<file path="config.mk">
export PLATFORM = sky130hd
export DESIGN_NAME = gray_decoder
export DESIGN_NICKNAME = d
export VERILOG_FILES = /design/src/rtl/gray_decoder.sv
export SDC_FILE = /design/constraint.sdc
export NUM_CORES = 1
export LEC_CHECK = 0
export ABC_AREA = 1
export CORE_MARGIN = 4
export CORE_UTILIZATION = 55
export DETAILED_ROUTE_END_ITERATION = 10
export GPL_TIMING_DRIVEN = 0
export PLACE_DENSITY = 0.79
export SYNTH_ARGS = -nofsm -noshare
export SYNTH_HDL_FRONTEND = slang
export SYNTH_SLANG_ARGS = --single-unit
</file>
<file path="constraint.sdc">
create_clock -name clk -period 8.8 [get_ports clk]
set_clock_uncertainty 0.15 [all_clocks]
set_input_delay 1.32 -clock clk [delete_from_list [all_inputs] [get_ports clk]]
set_output_delay 1.32 -clock clk [all_outputs]
set_load 0.01 [all_outputs]
</file>
<file path="src/rtl/gray_decoder.sv">
`default_nettype none
// +-----------------------------------------------------------------------------+
// | Module     : gray_decoder                                                   |
// | Description: Receive-side gray-to-binary decoder with a 2-stage pipeline.   |
// |              Checks that successive samples step by 0 or +1 (mod 2^WIDTH).  |
// |              Reports each violation as a per-sample pulse, as a sticky flag |
// |              and as a saturating error count.                               |
// |              Optional macro GRAY_DEC_SYNC_EN adds a two-flop synchroniser   |
// |              ahead of the first stage, which raises the latency to 4.       |
// | Revision   : 1.0 - initial release                                         |
// +-----------------------------------------------------------------------------+
module gray_decoder #(
  parameter int WIDTH     = 8,
  parameter int ERR_CNT_W = 8
) (
  input  logic                 clk,
  input  logic                 rst_n,
  input  logic [WIDTH-1:0]     gray_in,
  input  logic                 in_valid,
  input  logic                 clr_err,
  output logic [WIDTH-1:0]     bin_out,
  output logic                 out_valid,
  output logic                 step_err,
  output logic                 err_sticky,
  output logic [ERR_CNT_W-1:0] err_cnt
);

  localparam logic [WIDTH-1:0]     C_STEP_ONE = {{(WIDTH-1){1'b0}}, 1'b1};
  localparam logic [ERR_CNT_W-1:0] C_CNT_ONE  = {{(ERR_CNT_W-1){1'b0}}, 1'b1};
  localparam logic [ERR_CNT_W-1:0] C_CNT_MAX  = {ERR_CNT_W{1'b1}};

  typedef enum logic [0:0] {
    ACQUIRE = 1'b0,
    TRACK   = 1'b1
  } state_t;

  state_t           r_state;
  state_t           w_state_nxt;
  logic [WIDTH-1:0] w_s_gray;
  logic             w_s_valid;
  logic [WIDTH-1:0] r_g1;
  logic             r_v1;
  logic [WIDTH-1:0] r_prev;
  logic [WIDTH-1:0] w_bin;
  logic [WIDTH-1:0] w_delta;
  logic             w_step;

`ifdef GRAY_DEC_SYNC_EN
  logic [WIDTH-1:0] r_sync_g0;
  logic [WIDTH-1:0] r_sync_g1;
  logic             r_sync_v0;
  logic             r_sync_v1;

  // Two-flop synchroniser on the incoming sample and its valid
  always_ff @(posedge clk) begin
    if (!rst_n) begin
      r_sync_g0 <= '0;
      r_sync_g1 <= '0;
      r_sync_v0 <= 1'b0;
      r_sync_v1 <= 1'b0;
    end else begin
      r_sync_g0 <= gray_in;
      r_sync_g1 <= r_sync_g0;
      r_sync_v0 <= in_valid;
      r_sync_v1 <= r_sync_v0;
    end
  end

  assign w_s_gray  = r_sync_g1;
  assign w_s_valid = r_sync_v1;
`else
  assign w_s_gray  = gray_in;
  assign w_s_valid = in_valid;
`endif

  // Stage 1: capture the gray sample when it is valid
  always_ff @(posedge clk) begin
    if (!rst_n) begin
      r_g1 <= '0;
      r_v1 <= 1'b0;
    end else begin
      r_v1 <= w_s_valid;
      if (w_s_valid) begin
        r_g1 <= w_s_gray;
      end
    end
  end

  // Gray to binary: each binary bit is the XOR of all gray bits at or above it
  always_comb begin
    w_bin = '0;
    for (int i = 0; i < WIDTH; i++) begin
      w_bin[i] = ^(r_g1 >> i);
    end
  end

  // Next state and step check; the first sample after reset only sets the reference
  always_comb begin
    w_state_nxt = r_state;
    w_step      = 1'b0;
    w_delta     = w_bin - r_prev;
    case (r_state)
      ACQUIRE: begin
        if (r_v1) begin
          w_state_nxt = TRACK;
        end
      end
      TRACK: begin
        if (r_v1 && (w_delta > C_STEP_ONE)) begin
          w_step = 1'b1;
        end
      end
      default: begin
        w_state_nxt = ACQUIRE;
      end
    endcase
  end

  // State register
  always_ff @(posedge clk) begin
    if (!rst_n) begin
      r_state <= ACQUIRE;
    end else begin
      r_state <= w_state_nxt;
    end
  end

  // Stage 2: decoded output, reference value and per-sample error pulse
  always_ff @(posedge clk) begin
    if (!rst_n) begin
      bin_out   <= '0;
      out_valid <= 1'b0;
      step_err  <= 1'b0;
      r_prev    <= '0;
    end else begin
      out_valid <= r_v1;
      step_err  <= w_step;
      if (r_v1) begin
        bin_out <= w_bin;
        r_prev  <= w_bin;
      end
    end
  end

  // Sticky flag and saturating counter; a new error overrides a clear
  always_ff @(posedge clk) begin
    if (!rst_n) begin
      err_sticky <= 1'b0;
      err_cnt    <= '0;
    end else if (w_step) begin
      err_sticky <= 1'b1;
      if (clr_err) begin
        err_cnt <= C_CNT_ONE;
      end else if (err_cnt != C_CNT_MAX) begin
        err_cnt <= err_cnt + C_CNT_ONE;
      end
    end else if (clr_err) begin
      err_sticky <= 1'b0;
      err_cnt    <= '0;
    end
  end

endmodule
`default_nettype wire
</file>
==> metrics.md <==
| Metric | Value |
|---|---|
| Crit path arrival time | `3650 ps` |
| Crit path max fanout | `9` |
| Post-CTS sizing | `0` |
| Mux cell area share after synthesis | `0%` |
| XOR/XNOR Fraction of Synth Area | `10.9%` |
| Worst vdd ir | `0.121 mV` |
| Largest net degree at the start of global routing | `11` |
| Most common cell on crit path | `nand2_1` |
| Initial antenna violation count | `0` |
| Cell variety after synth | `25` |
| Clk pin slew, worst setup/hold paths | `110 ps` |
| Row count | `20` |
| Critical path class | `reg -> reg` |
| Worst r2r dst | `err_cnt[6]` |
| Slowest cell on the critical path | `dfxtp_1` |
| Die Height | `64.0 um` |
| Clk Latency, worst-skew pair | `330 ps` |
| WP data required | `8890 ps` |
| Synth Register Bits | `29` |
| Final Critical Period | `3560 ps` |
| Placed Cells | `323` |
| Final setup viols | `0` |
| Core outline area | `3030 sq um` |
| Setup TNS | `0 ps` |
| ANT nets after route | `0` |
| CTS tree | `done` |
| Input/output buffers | `29` |
| Maxcap violations | `0` |
| Die area | `4090 sq um` |
| Avg Synthesized Cell Area | `6.90 sq um` |
| Finished Layout Cells | `331` |
| DP HPWL | `2860 um` |
| CP endpoint kind | `register` |
| Post-Synthesis Cells | `250` |
| Width of the die | `64.0 um` |
| Part of the cycle the worst path needs | `40.5%` |
| Number of warnings issued by yosys | `0` |
| Initial Util | `56.9%` |
| First DRT Iteration DRCs | `88` |
| Area Overhead vs Synth | `23.2%` |
| Pwr/cell area | `178 nW/um^2` |
| Lkg Pwr | `1.01 nW` |
| DRC Markers | `0` |
| CTS Hold Bufs | `0` |
| Cts bufs inserted | `5` |
| Syn Std Cell Area | `1720 sq um` |
| CTS sink cnt | `29` |
| Fill cell count | `285` |
| Worst R2R Start | `r_g1[7]` |
| Post-CTS Setup Bufs | `0` |
| Total track usage | `19.2%` |
| Initial DRT Pass Iterations | `4` |
| Compound-gate portion of the synthesized area | `10.1%` |
| Via Count | `1622` |
| Hold WC Path Type | `reg -> reg` |
| Worst path cell trace | `xor2_2 > xor2_2 > xnor2_2 > xor2_1 > inv_1 > ha_1 > fa_1 > inv_1 > nand3_1 > nand2_1 > nand2_1 > nand2_1 > nand3_1 > nor2_1 > nand2_1 > nand3_2 > nand2_1 > nor2_1 > nor2_1` |
| Drt wl/cell | `10.8 um` |
| Max Clk Rate | `0.281 GHz` |
| Max-slew violations | `0` |
| RSZ-0062 raised after global routing | `no` |
| Post-route core utilization | `70.2%` |
| ANT cells | `0` |
| Total I/O pin count | `31` |
| Total Nets Final | `307` |
| Grt ovf | `0` |
| Post-Route WL | `3570 um` |
| Adder-cell share of the synthesized area | `6.97%` |
| Final Hold Vio Count | `0` |
| Hold Crit Endpoint | `r_state` |
| Global-route wire length before repair | `6280 um` |
| Largest family of logic cells by synthesized area | `simple AND/OR/NAND/NOR gates` |
| R2R setup slack | `5240 ps` |
| Worst-Margin Slew | `367 ps` |
| Startpoint types | `register` |
| Path depth of the worst reg2reg path | `19` |
| Slowest cell delay on critical path | `450 ps` |
| Simple-gate share of the synthesized area | `28.1%` |
| Hold path depth | `2` |
| Max-slew headroom | `75.4%` |
| Setup crit start | `r_g1[7]` |
| Total power | `0.378 mW` |
| Hold_sp | `r_state` |
| GPL Wtd Cong | `0.837` |
| Drt via density | `4.90` |
| Root Driver | `clkbuf_4` |
| Post-synthesis sequential area ratio | `33.7%` |
| H-tree Lvls | `2` |
| Via count of the first global-routing pass | `1465` |
| Layout cell share with drive strength beyond 1 | `5.57%` |
| Mapped Nets | `271` |
| CTS Buffer Depth | `2` |
| Status | `completed` |
[where the power goes]
part           switching [mW]  leakage (nW)  total (mW)  internal (mW)
Clock                  0.0500        0.0310      0.0800         0.0301
Sequential            0.00595         0.238       0.145          0.139
Combinational          0.0884         0.745       0.153         0.0646
Total                   0.144          1.01       0.378          0.233
[critical path: cells and delay by family, from the launching register on]
family,cells,cell delay [ps]
adders and majority gates,2,640
xor gates and xnor gates,4,1040
buffers and inverters,2,170
DFF,1,450
and+or+nand+nor,11,1030
[cell families after synthesis]
logic type | count (synthesis)
simple gates | 115
buf+inv | 45
compound gates | 34
flops | 29
xor+xnor | 18
fa+ha+maj | 9
[how the worst max path moves through the flow]
stage                     cells past startpoint    endpoint
after global routing                         19  err_cnt[6]
after global placement                       19  err_cnt[6]
final                                        19  err_cnt[6]
after detailed placement                     19  err_cnt[6]
after CTS                                    19  err_cnt[6]
after floorplan                              19  err_cnt[6]
[layer usage]
metal,GRT usage (%),wire [um]
met3,3.16,149
met5,0,0
met4,8.09,45
met1,24.9,1690
met2,31.2,1680
[metrics by stage]
step                hold slack [ps]  worst slack [ps]  instance area (sq um)
finish                          306              5240                   2120
detailed placement              296              5250                   2070
global route                    352              4930                   2120
floorplan                       273              5690                   1720
CTS                             312              5240                   2120
global placement                285              5350                   2070
[state kept, by name, summed over array words and instances, names as in the netlist]
register	flops
err_cnt	8
r_g1	8
r_prev	8
err_sticky	1
out_valid	1
r_state	1
r_v1	1
step_err	1
[placed cells by master (no fill, tap or decap)]
| cell | netlist | routed |
|---|---|---|
| clkinv_1 | 1 | 1 |
| a211oi_1 | 1 | 1 |
| inv_1 | 39 | 39 |
| clkinv_2 | 0 | 2 |
| nor3b_1 | 1 | 1 |
| clkdlybuf4s50_1 | 0 | 29 |
| ha_1 | 8 | 8 |
| nand3_2 | 1 | 1 |
| nand3_1 | 19 | 19 |
| xnor2_2 | 2 | 2 |
| nand4_1 | 5 | 5 |
| xnor2_1 | 6 | 6 |
| clkbuf_1 | 3 | 3 |
| or2_2 | 1 | 1 |
| dfxtp_1 | 29 | 29 |
| a31oi_1 | 1 | 1 |
| xor2_2 | 2 | 2 |
| a21oi_1 | 13 | 13 |
| nand3b_1 | 1 | 1 |
| nand2_1 | 47 | 47 |
| buf_6 | 1 | 1 |
| xor2_1 | 8 | 8 |
| clkbuf_4 | 0 | 5 |
| o21ai_1 | 2 | 2 |
| clkinvlp_4 | 0 | 1 |
| buf_2 | 1 | 1 |
| fa_1 | 1 | 1 |
| nor2_1 | 40 | 40 |
| o21ai_0 | 17 | 17 |
[final cells by class]
cell class                      instances  area (sq um)  share of cell area, %
Timing Repair Buffer                   29           290                   13.7
Multi-Input combinational cell        176           966                   45.5
Buffer                                  5          27.5                   1.30
Inverter                               40           150                   7.07
Tap cell                               44          55.1                   2.59
Sequential cell                        29           581                   27.3
Clock inverter                          3          17.5                  0.824
Clock buffer                            5          37.5                   1.77
[cells in the mapped netlist (all sizes together)]
cell type	count	share of area, %
a211oi	1	0.44
xnor2	8	4.9
o21ai	19	5.5
clkbuf	3	0.65
nor3b	1	0.44
nor2	40	8.7
dfxtp	29	34
buf	2	0.94
xor2	10	6.0
nand3	20	6.1
nand4	5	1.8
a31oi	1	0.36
inv	39	8.5
nand3b	1	0.44
clkinv	1	0.22
nand2	47	10
or2	1	0.36
a21oi	13	3.8
fa	1	1.2
ha	8	5.8
No activity file was read; power rests on OpenSTA's default activity.
